[src/rtl/bf8b_pkg.sv]
// Shared definitions for the bf8b core: op codes, instruction layout,
// decode/issue FSM states and the register-file window base.
package bf8b_pkg;

  localparam int unsigned INSTR_W = 16;
  localparam int unsigned OP_W    = 2;
  localparam int unsigned ADDR_W  = 5;
  localparam int unsigned DATA_W  = 8;

  localparam logic [OP_W-1:0] OP_NOP   = 2'b00;
  localparam logic [OP_W-1:0] OP_LOAD  = 2'b01;
  localparam logic [OP_W-1:0] OP_STORE = 2'b10;
  localparam logic [OP_W-1:0] OP_ILL   = 2'b11;

  // Instruction field bit positions
  localparam int unsigned OP_HI   = 15;
  localparam int unsigned OP_LO   = 14;
  localparam int unsigned ADDR_HI = 13;
  localparam int unsigned ADDR_LO = 9;
  localparam int unsigned RSV_BIT = 8;
  localparam int unsigned IMM_HI  = 7;
  localparam int unsigned IMM_LO  = 0;

  // Upper address bits of the register window in data memory (0xE0..0xFF)
  localparam logic [2:0] REG_BASE = 3'b111;

  // Instruction word as delivered by fetch (layout matches the positions above)
  typedef struct packed {
    logic [OP_W-1:0]   op;
    logic [ADDR_W-1:0] addr;
    logic              rsv;
    logic [DATA_W-1:0] imm;
  } instr_t;

  typedef enum logic [2:0] {
    S_IDLE,
    S_ISSUE,
    S_ARM,
    S_WAIT,
    S_DONE
  } state_e;

  // Memory address that execute derives from a register-file address
  function automatic logic [DATA_W-1:0] reg_mem_addr(input logic [ADDR_W-1:0] a);
    return {REG_BASE, a};
  endfunction

endpackage

[src/rtl/decode_issue_timer.sv]
// issue_timer: cycle counter with a timeout compare.
// Ports: clk_i/rst_i (sync, active-high), clr_i clears the count,
// en_i advances it by one, expire_c_o is high while count == TIMEOUT-1.
module issue_timer #(
  parameter int unsigned TIMEOUT = 16,
  parameter int unsigned CNT_W   = 5
) (
  input  logic clk_i,
  input  logic rst_i,
  input  logic clr_i,
  input  logic en_i,
  output logic expire_c_o
);

  logic [CNT_W-1:0] cnt_q;

  // Clear has priority so the count never carries across transactions
  always_ff @(posedge clk_i) begin
    if (rst_i || clr_i) begin
      cnt_q <= '0;
    end else if (en_i) begin
      cnt_q <= cnt_q + CNT_W'(1);
    end
  end

  assign expire_c_o = (cnt_q == CNT_W'(TIMEOUT - 1));

endmodule

[src/rtl/decode_issue.sv]
// decode_issue: decode/issue stage of the bf8b core.
// Accepts one instruction per instr_valid/instr_ready handshake, issues
// LOAD/STORE to execute with a one-cycle ex_en pulse, waits for the sticky
// ex_ready, then pulses retire. NOP and illegal ops retire locally.
// Ports: clk, rst (sync, active-high); instr/instr_valid/instr_ready from
// fetch; ex_en/ex_op/ex_val1/ex_val2/ex_addr to execute, ex_ready back;
// retire, busy, illegal (sticky), err_timeout (sticky) status.
module decode_issue
  import bf8b_pkg::*;
#(
  parameter int unsigned TIMEOUT = 16,
  parameter int unsigned CNT_W   = 5
) (
  input  logic              clk,
  input  logic              rst,
  input  logic [INSTR_W-1:0] instr,
  input  logic              instr_valid,
  output logic              instr_ready,
  output logic              ex_en,
  output logic [OP_W-1:0]   ex_op,
  output logic [DATA_W-1:0] ex_val1,
  output logic [DATA_W-1:0] ex_val2,
  output logic [ADDR_W-1:0] ex_addr,
  input  logic              ex_ready,
  output logic              retire,
  output logic              busy,
  output logic              illegal,
  output logic              err_timeout
);

  state_e            state_q;
  logic              instr_ready_q;
  logic              busy_q;
  logic              ex_en_q;
  logic              retire_q;
  logic              illegal_q;
  logic              err_timeout_q;
  logic [OP_W-1:0]   ex_op_q;
  logic [ADDR_W-1:0] ex_addr_q;
  logic [DATA_W-1:0] ex_val1_q;

  instr_t          ins_c;
  logic [OP_W-1:0] dec_op_c;
  logic            accept_c;
  logic            is_ls_c;
  logic            expire_c;

  // Inline decode; a set reserved bit demotes any op to illegal
  assign ins_c    = instr_t'(instr);
  assign dec_op_c = ins_c.rsv ? OP_ILL : ins_c.op;
  assign is_ls_c  = (dec_op_c == OP_LOAD) || (dec_op_c == OP_STORE);
  assign accept_c = instr_valid && instr_ready_q;

  issue_timer #(
    .TIMEOUT (TIMEOUT),
    .CNT_W   (CNT_W)
  ) u_timer (
    .clk_i      (clk),
    .rst_i      (rst),
    .clr_i      (state_q == S_DONE),
    .en_i       (state_q == S_WAIT),
    .expire_c_o (expire_c)
  );

  // Issue FSM; all status outputs are registered against the next state
  always_ff @(posedge clk) begin
    if (rst) begin
      state_q       <= S_IDLE;
      instr_ready_q <= 1'b0;
      busy_q        <= 1'b0;
      ex_en_q       <= 1'b0;
      retire_q      <= 1'b0;
      illegal_q     <= 1'b0;
      err_timeout_q <= 1'b0;
      ex_op_q       <= '0;
      ex_addr_q     <= '0;
      ex_val1_q     <= '0;
    end else begin
      ex_en_q  <= 1'b0;
      retire_q <= 1'b0;
      case (state_q)
        S_IDLE: begin
          if (accept_c) begin
            ex_op_q       <= dec_op_c;
            ex_addr_q     <= ins_c.addr;
            ex_val1_q     <= ins_c.imm;
            instr_ready_q <= 1'b0;
            busy_q        <= 1'b1;
            if (is_ls_c) begin
              state_q <= S_ISSUE;
              ex_en_q <= 1'b1;
            end else begin
              state_q <= S_DONE;
              if (dec_op_c == OP_ILL) illegal_q <= 1'b1;
            end
          end else begin
            instr_ready_q <= 1'b1;
            busy_q        <= 1'b0;
          end
        end
        S_ISSUE: state_q <= S_ARM;
        // ex_ready may still be stale from the previous op here, so skip it
        S_ARM:   state_q <= S_WAIT;
        S_WAIT: begin
          if (ex_ready) begin
            state_q <= S_DONE;
          end else if (expire_c) begin
            err_timeout_q <= 1'b1;
            state_q       <= S_DONE;
          end
        end
        S_DONE: begin
          state_q       <= S_IDLE;
          retire_q      <= 1'b1;
          busy_q        <= 1'b0;
          instr_ready_q <= 1'b1;
        end
        default: state_q <= S_IDLE;
      endcase
    end
  end

  assign instr_ready = instr_ready_q;
  assign busy        = busy_q;
  assign ex_en       = ex_en_q;
  assign retire      = retire_q;
  assign illegal     = illegal_q;
  assign err_timeout = err_timeout_q;
  assign ex_op       = ex_op_q;
  assign ex_addr     = ex_addr_q;
  assign ex_val1     = ex_val1_q;
  assign ex_val2     = '0;

endmodule

[config.mk]
export PLATFORM = sky130hd
export DESIGN_NAME = decode_issue
export DESIGN_NICKNAME = d
export VERILOG_FILES = /design/src/rtl/bf8b_pkg.sv /design/src/rtl/decode_issue_timer.sv /design/src/rtl/decode_issue.sv
export SDC_FILE = /design/constraint.sdc
export NUM_CORES = 1
export LEC_CHECK = 0
export CAP_MARGIN = 20
export CORE_MARGIN = 5
export CORE_UTILIZATION = 39
export CTS_CLUSTER_SIZE = 30
export DETAILED_ROUTE_END_ITERATION = 6
export GPL_TIMING_DRIVEN = 0
export PLACE_DENSITY = 0.85
export REMOVE_ABC_BUFFERS = 1
export SLEW_MARGIN = 25
export SYNTH_ARGS = -nofsm -noshare
export SYNTH_HDL_FRONTEND = slang
export SYNTH_HIERARCHICAL = 1
export SYNTH_SLANG_ARGS = --single-unit
[constraint.sdc]
create_clock -name clk -period 1.35 [get_ports clk]
set_input_delay 0.3375 -clock clk [delete_from_list [all_inputs] [get_ports clk]]
set_output_delay 0.3375 -clock clk [all_outputs]
set_load 0.02 [all_outputs]
# Yosys cells after proc, flatten, opt, wreduce, memory -nomap -nowiden
# Index checks and enable logic that the tools add are counted.
totals:
  ff_bits: 29
  latchBits: 0
  ramBits: 0
  rom_bits: 0
  inputBits: 20
  output_inout_bits: 29
  elab_cells: 48
  mem_count: 0
op_classes:
  addsub: 1
  mul: 0
  div_mod_pow: 0
  order_cmp: 0
  eq_ne: 10
  shift: 0
  muxes: 12
  bitwise: 4
  n_reduce_logical: 10
op_table:
  columns: ["operator", "count"]
  rows:
  - ["two-way mux 3 bit", 4]
  - ["case mux 3 bit (4 select lines)", 1]
  - ["equality test 3 x 2 -> 1 bit (second input constant)", 2]
  - ["adder 5 x 1 -> 5 bit (second input constant)", 1]
  - ["equality test 5 x 4 -> 1 bit (second input constant)", 1]
  - ["equality test 2 bit (second input constant)", 2]
  - ["two-way mux 1 bit", 4]
  - ["inverter 1 bit", 4]
  - ["case mux 1 bit (2 select lines)", 2]
  - ["AND reduction 2 bit", 2]
  - ["AND reduction 4 bit", 1]
  - ["equality test 3 x 1 -> 1 bit (second input constant)", 1]
  - ["equality test 3 bit (second input constant)", 1]
  - ["logical NOT 3 bit", 1]
  - ["!= test 3 bit (second input constant)", 1]
  - ["AND reduction 3 bit", 1]
  - ["OR reduction 3 bit", 1]
  - ["equality test 2 x 1 -> 1 bit (second input constant)", 1]
  - ["logical OR 1 bit", 2]
  - ["two-way mux 2 bit", 1]
  - ["!= test 2 bit (second input constant)", 1]
  - ["nonzero test 2 bit", 1]
  - ["logical AND 1 bit", 1]

# Longest topological paths before layout
logic_depth:
  word_depth: 6
  ltp_mapped: 6
  depth_no_buf: 6

# By module
# The synthesis kept the hierarchy.
by_module_without_submodules:
  columns: ["mod", "n_inst", "cells_per_inst", "area_each_um2"]
  rows:
  - ["decode_issue", 1, 111, 1073.5]
  - ["issue_timer", 1, 24, 257.7]

# Least setup slack after synthesis
# Ideal clock, no wire load.
synth_timing:
  kind: "register to register"
  start: "reg u_timer.cnt_q[0]"
  end: "reg state_q[0]"
  setup_ps: 86
  arrival_ps: 1291
  required_ps: 1264
  path_slack_ps: -26
  path_stages_with_launch: 7
  n_path_buf: 0
  period_less_slack_ps: 1376
  cell_sequence: "dfxtp_1 > ha_1 > and3_1 > ha_1 > o21ai_0 > nand2_1 > a211oi_1"
synth_between:
  elab_chain_len: 3
synth_rtl:
  columns: ["item", "line", "rtl"]
  rows:
  - ["start, declared", "decode_issue_timer.sv:15", "logic [CNT_W-1:0] cnt_q;"]
  - ["start signal, assigned", "decode_issue_timer.sv:22", "cnt_q <= cnt_q + CNT_W'(1);"]
  - ["equality test 5 x 4 -> 1 bit", "decode_issue_timer.sv:26", "assign expire_c_o = (cnt_q == CNT_W'(TIMEOUT - 1));"]
  - ["named net expire_c", "decode_issue.sv:46", "logic expire_c;"]
  - ["!= test 3 bit (no line)", null, null]
  - ["AND reduction 2 bit (no line)", null, null]
  - ["end signal, assigned", "decode_issue.sv:68", "state_q <= S_IDLE;"]
  - ["end signal, assigned", "decode_issue.sv:90", "state_q <= S_ISSUE;"]
  - ["end signal, assigned", "decode_issue.sv:93", "state_q <= S_DONE;"]
  - ["end, declared", "decode_issue.sv:31", "state_e state_q;"]
# The timed path passes the listed nets, and every way through them passes these cells.
# A chain may end at the register's enable or synchronous reset.

# Final worst setup path
layout_timing:
  start: "in instr[14]"
  end: "reg state_q[0]"
layout_between:
  elab_chain_len: 6
layout_rtl:
  columns: ["item", "line", "rtl"]
  rows:
  - ["start, declared", "decode_issue.sv:16", "input logic [INSTR_W-1:0] instr,"]
  - ["two-way mux 2 bit (*)", "decode_issue.sv:50", "assign dec_op_c = ins_c.rsv ? OP_ILL : ins_c.op;"]
  - ["named net dec_op_c[0]", "decode_issue.sv:43", "logic [OP_W-1:0] dec_op_c;"]
  - ["equality test 2 x 1 -> 1 bit or equality test 2 bit (tied branches)", "decode_issue.sv:51", "assign is_ls_c = (dec_op_c == OP_LOAD) || (dec_op_c == OP_STORE);"]
  - ["logical OR 1 bit (*)", "decode_issue.sv:51", null]
  - ["named net is_ls_c", "decode_issue.sv:45", "logic is_ls_c;"]
  - ["two-way mux 3 bit (*)", "decode_issue.sv:89", "if (is_ls_c) begin"]
  - ["two-way mux 3 bit (*)", "decode_issue.sv:83", "if (accept_c) begin"]
  - ["case mux 3 bit (4 select lines) (*)", "decode_issue.sv:81", "case (state_q)"]
  - ["end signal, assigned", "decode_issue.sv:90", null]
  - ["end signal, assigned", "decode_issue.sv:93", null]
  - ["end signal, assigned", "decode_issue.sv:101", "S_ISSUE: state_q <= S_ARM;"]
# Mark *: on every way through the listed nets, which the timed path passes. The rest lies on a longest branch. The select of a mux whose other input is x is not followed.

==> results by group <==
Layout
  – Area grow syn2layout: 41.3%
  – Share of cells above drive strength 1: 29.8%
  – Final Util: 56.8%
  – Design Area, Final: 0.00188 mm^2
  – # diodes: 0
  – Post-Layout Cell Count: 234
  – Most frequent cells in the layout: nand2_1, dfxtp_1, clkdlybuf4s50_1, mux2i_1
  – Commonest non-fill, non-tap cell in the layout: nand2_1
  – Final nets: 211

Synth
  – Yosys top cell area share: 43.6%
  – Yosys top cell by area: dfxtp_1
  – Synth Area in Simple Gates: 22.7%
  – Synth Cell Area: 0.00133 mm^2
  – Cell variety after synth: 39
  – Post-synthesis mux area share: 11.7%
  – EDFF count, synth: 0
  – Async set-reset flop share out of synthesis: 0%
  – Post-Syn Instances: 135
  – Largest family of logic cells by synthesized area: simple AND/OR/NAND/NOR gates
  – Synth Area in Adders: 2.82%
  – Number of synthesized register bits: 29
  – Complex-gate fraction of the synthesized area: 8.65%
  – Seq/Total Area, Yosys: 43.6%
  – YS warnings: 6
  – Synth area leaders: dfxtp_1, mux2i_1, nand2_1, buf_4, ha_1
  – Syn avg cell area: 9.86 um^2
  – Ys flop type: dfxtp_1
  – Xor-xnor portion of the synthesized cell area: 0.658%

Min path
  – Worst hold path type: in -> reg
  – Hold Crit Depth: 3
  – Worst Hold End: state_q[0]
  – Worst hold start: instr_valid

Placed design
  – Port Buffers: 40
  – Dpl hpwl: 1.90 mm
  – Placed cell area: 0.00170 mm^2
  – Placed insts: 213
  – RD Place Congestion: 0.738

Clock tree
  – CTS Buffer Depth: 2
  – CTS Hold Buffers Added: 0
  – H-tree levels: 2
  – Clock transition at the registers of the reported paths: 0.08 ns
  – Clk_lat worst skew: 0.33 ns
  – CTS buffer count: 5
  – Clk Tree Root Cell: clkbuf_4
  – # clock sinks: 29
  – CTS tree: built

Power
  – Clock power frac: 28.9%
  – Flop pwr share: 50.4%
  – Sw frac: 28.1%
  – Switching Power: 521 uW
  – Pwr/cell area: 987 mW/mm^2
  – Cell-internal power: 1.34 mW
  – Leak: 0.801 nW
  – Comb pwr share: 20.7%
  – VDD IR max: 591 uV

Die
  – Die width: 68.4 um
  – Core area: 0.00331 mm^2
  – Die Span Y: 68.4 um
  – Rows: 21
  – Ports: 49
  – Die ar.: 0.00468 mm^2
  – Initial core utilization: 40.2%

STA
  – Hold Violations, Final: 0
  – Final period util: 99.7%
  – Worst Skew: 0.00385 ns
  – TNS Setup: 0 ns
  – Final min period: 1.35 ns
  – Unrepaired setup endpoints after global routing: true
  – Endpoints failing setup: 0
  – Pins over their slew limit: 0
  – F_max: 0.743 GHz

Drt
  – Vias/cell: 4.62
  – # DRC: 0
  – Routed WL per cell: 12.3 um
  – ANT nets after route: 0
  – Starting DRC count in detailed routing: 84
  – Vias post-DR: 1082
  – WL final: 2.89 mm
  – DR pass1 iterations: 4

GRT
  – Antenna violations before repair: 0
  – First-pass GRT wire length: 4.53 mm
  – Vias in the first global route: 1031
  – Largest net degree at the start of global routing: 14
  – Remaining Overflow, GRT: 0
  – Total track usage: 13.4%

Setup path
  – Reg2Reg Depth: 5
  – CP startpoint kind: input pin
  – Worst path arrival time: 1.60 ns
  – Worst setup EP type: register
  – Maximum fanout along the worst path: 4
  – Crit path required time: 1.60 ns
  – RR Startpoint: u_timer/cnt_q[0]
  – Worst r2r dst: state_q[1]
  – Crit Path Class: in -> reg
  – Reg2reg setup slack: 0.02 ns

Job
  – Max Cap Violations: 0

Outcome
  – Status: completed
-- worst max path at each step --
stage                          start         end  slack (ns)  cells past startpoint
floorplan           u_timer/cnt_q[0]  state_q[0]       -0.03                      6
global placement                 rst     illegal       -0.69                      3
detailed placement               rst  ex_val1[3]       -0.73                      4
CTS                 u_timer/cnt_q[1]  state_q[1]       -0.03                      5
global route        u_timer/cnt_q[0]  state_q[1]       -0.07                      5
finish                     instr[14]  state_q[0]       0.004                      5
-- power groups by stage --
| stage | Combinational [mW] | Clock, mW | Sequential (mW) |
|---|---|---|---|
| 4_1_cts | 0.389 | 0.549 | 0.936 |
| 6_report | 0.384 | 0.537 | 0.936 |
| 2_1_floorplan | 0.149 | 0 | 1.00 |
| 3_5_place_dp | 0.367 | 0 | 0.955 |
| 3_3_place_gp | 0.363 | 0 | 0.953 |
| 5_1_grt | 0.417 | 0.591 | 0.944 |
-- sequential cells by signal, summed over array words and instances (netlist names) --
signal and cells:
ex_val1 8, illegal 1, err_timeout 1, ex_addr 5, u_timer/cnt_q 5, instr_ready 1, ex_op 2, ex_en 1
state_q 3, retire 1, busy 1
-- logic make-up after synthesis --
logic type                 Yosys count
DFF                                 29
other                                1
muxes                               15
adders and majority gates            3
and+or+nand+nor                     53
buffers and inverters               18
AOI/OAI and AO/OA                   15
xor gates and xnor gates             1
-- critical path, cell delays in order --
cell	delay (ns)
clkdlybuf4s50_1	0.39
or2_4	0.26
ha_4	0.28
nand4b_1	0.11
a211oi_2	0.21
-- stage by stage --
| stage | hold slack (ns) | setup slack (ns) | total power [mW] |
|---|---|---|---|
| after floorplan | 0.407 | -0.0265 | 1.15 |
| after global placement | 0.442 | -0.686 | 1.32 |
| after detailed placement | 0.449 | -0.727 | 1.32 |
| after CTS | 0.466 | -0.0257 | 1.87 |
| after global routing | 0.425 | -0.0651 | 1.95 |
| final | 0.399 | 0.00447 | 1.86 |
-- cell usage after synthesis, drive strengths merged (3+ instances only) --
cell and instances:
and3 3, buf 14, dfxtp 29, ha 3, inv 3, mux2i 14
nand2 27, nor2 7, nor3 3, or2 4
-- area by class of cell --
type                            instances  area, um^2
Clock buffer                            7        55.1
Fill cell                             321        1430
Inverter                                3        15.0
Multi-Input combinational cell         95         717
Sequential cell                        29         586
Tap cell                               46        57.6
Timing Repair Buffer                   53         443
Timing Repair inverter                  1        7.51
-- routing by layer --
layer	wire length, um	track usage [%]
met1	1150	14.6
met2	1430	21.1
met3	231	5.42
met4	70	8.68
met5	0	0
-- what timing repair did --
item / 4_1_cts / 5_1_grt
setup buffers: 12 / 1
endpoints found under the setup margin: 43 / 39
pin swaps: 8 / 6
gates resized for setup: 51 / 26
cloned: 1 / 0
Power figures use the tool's default switching activity.
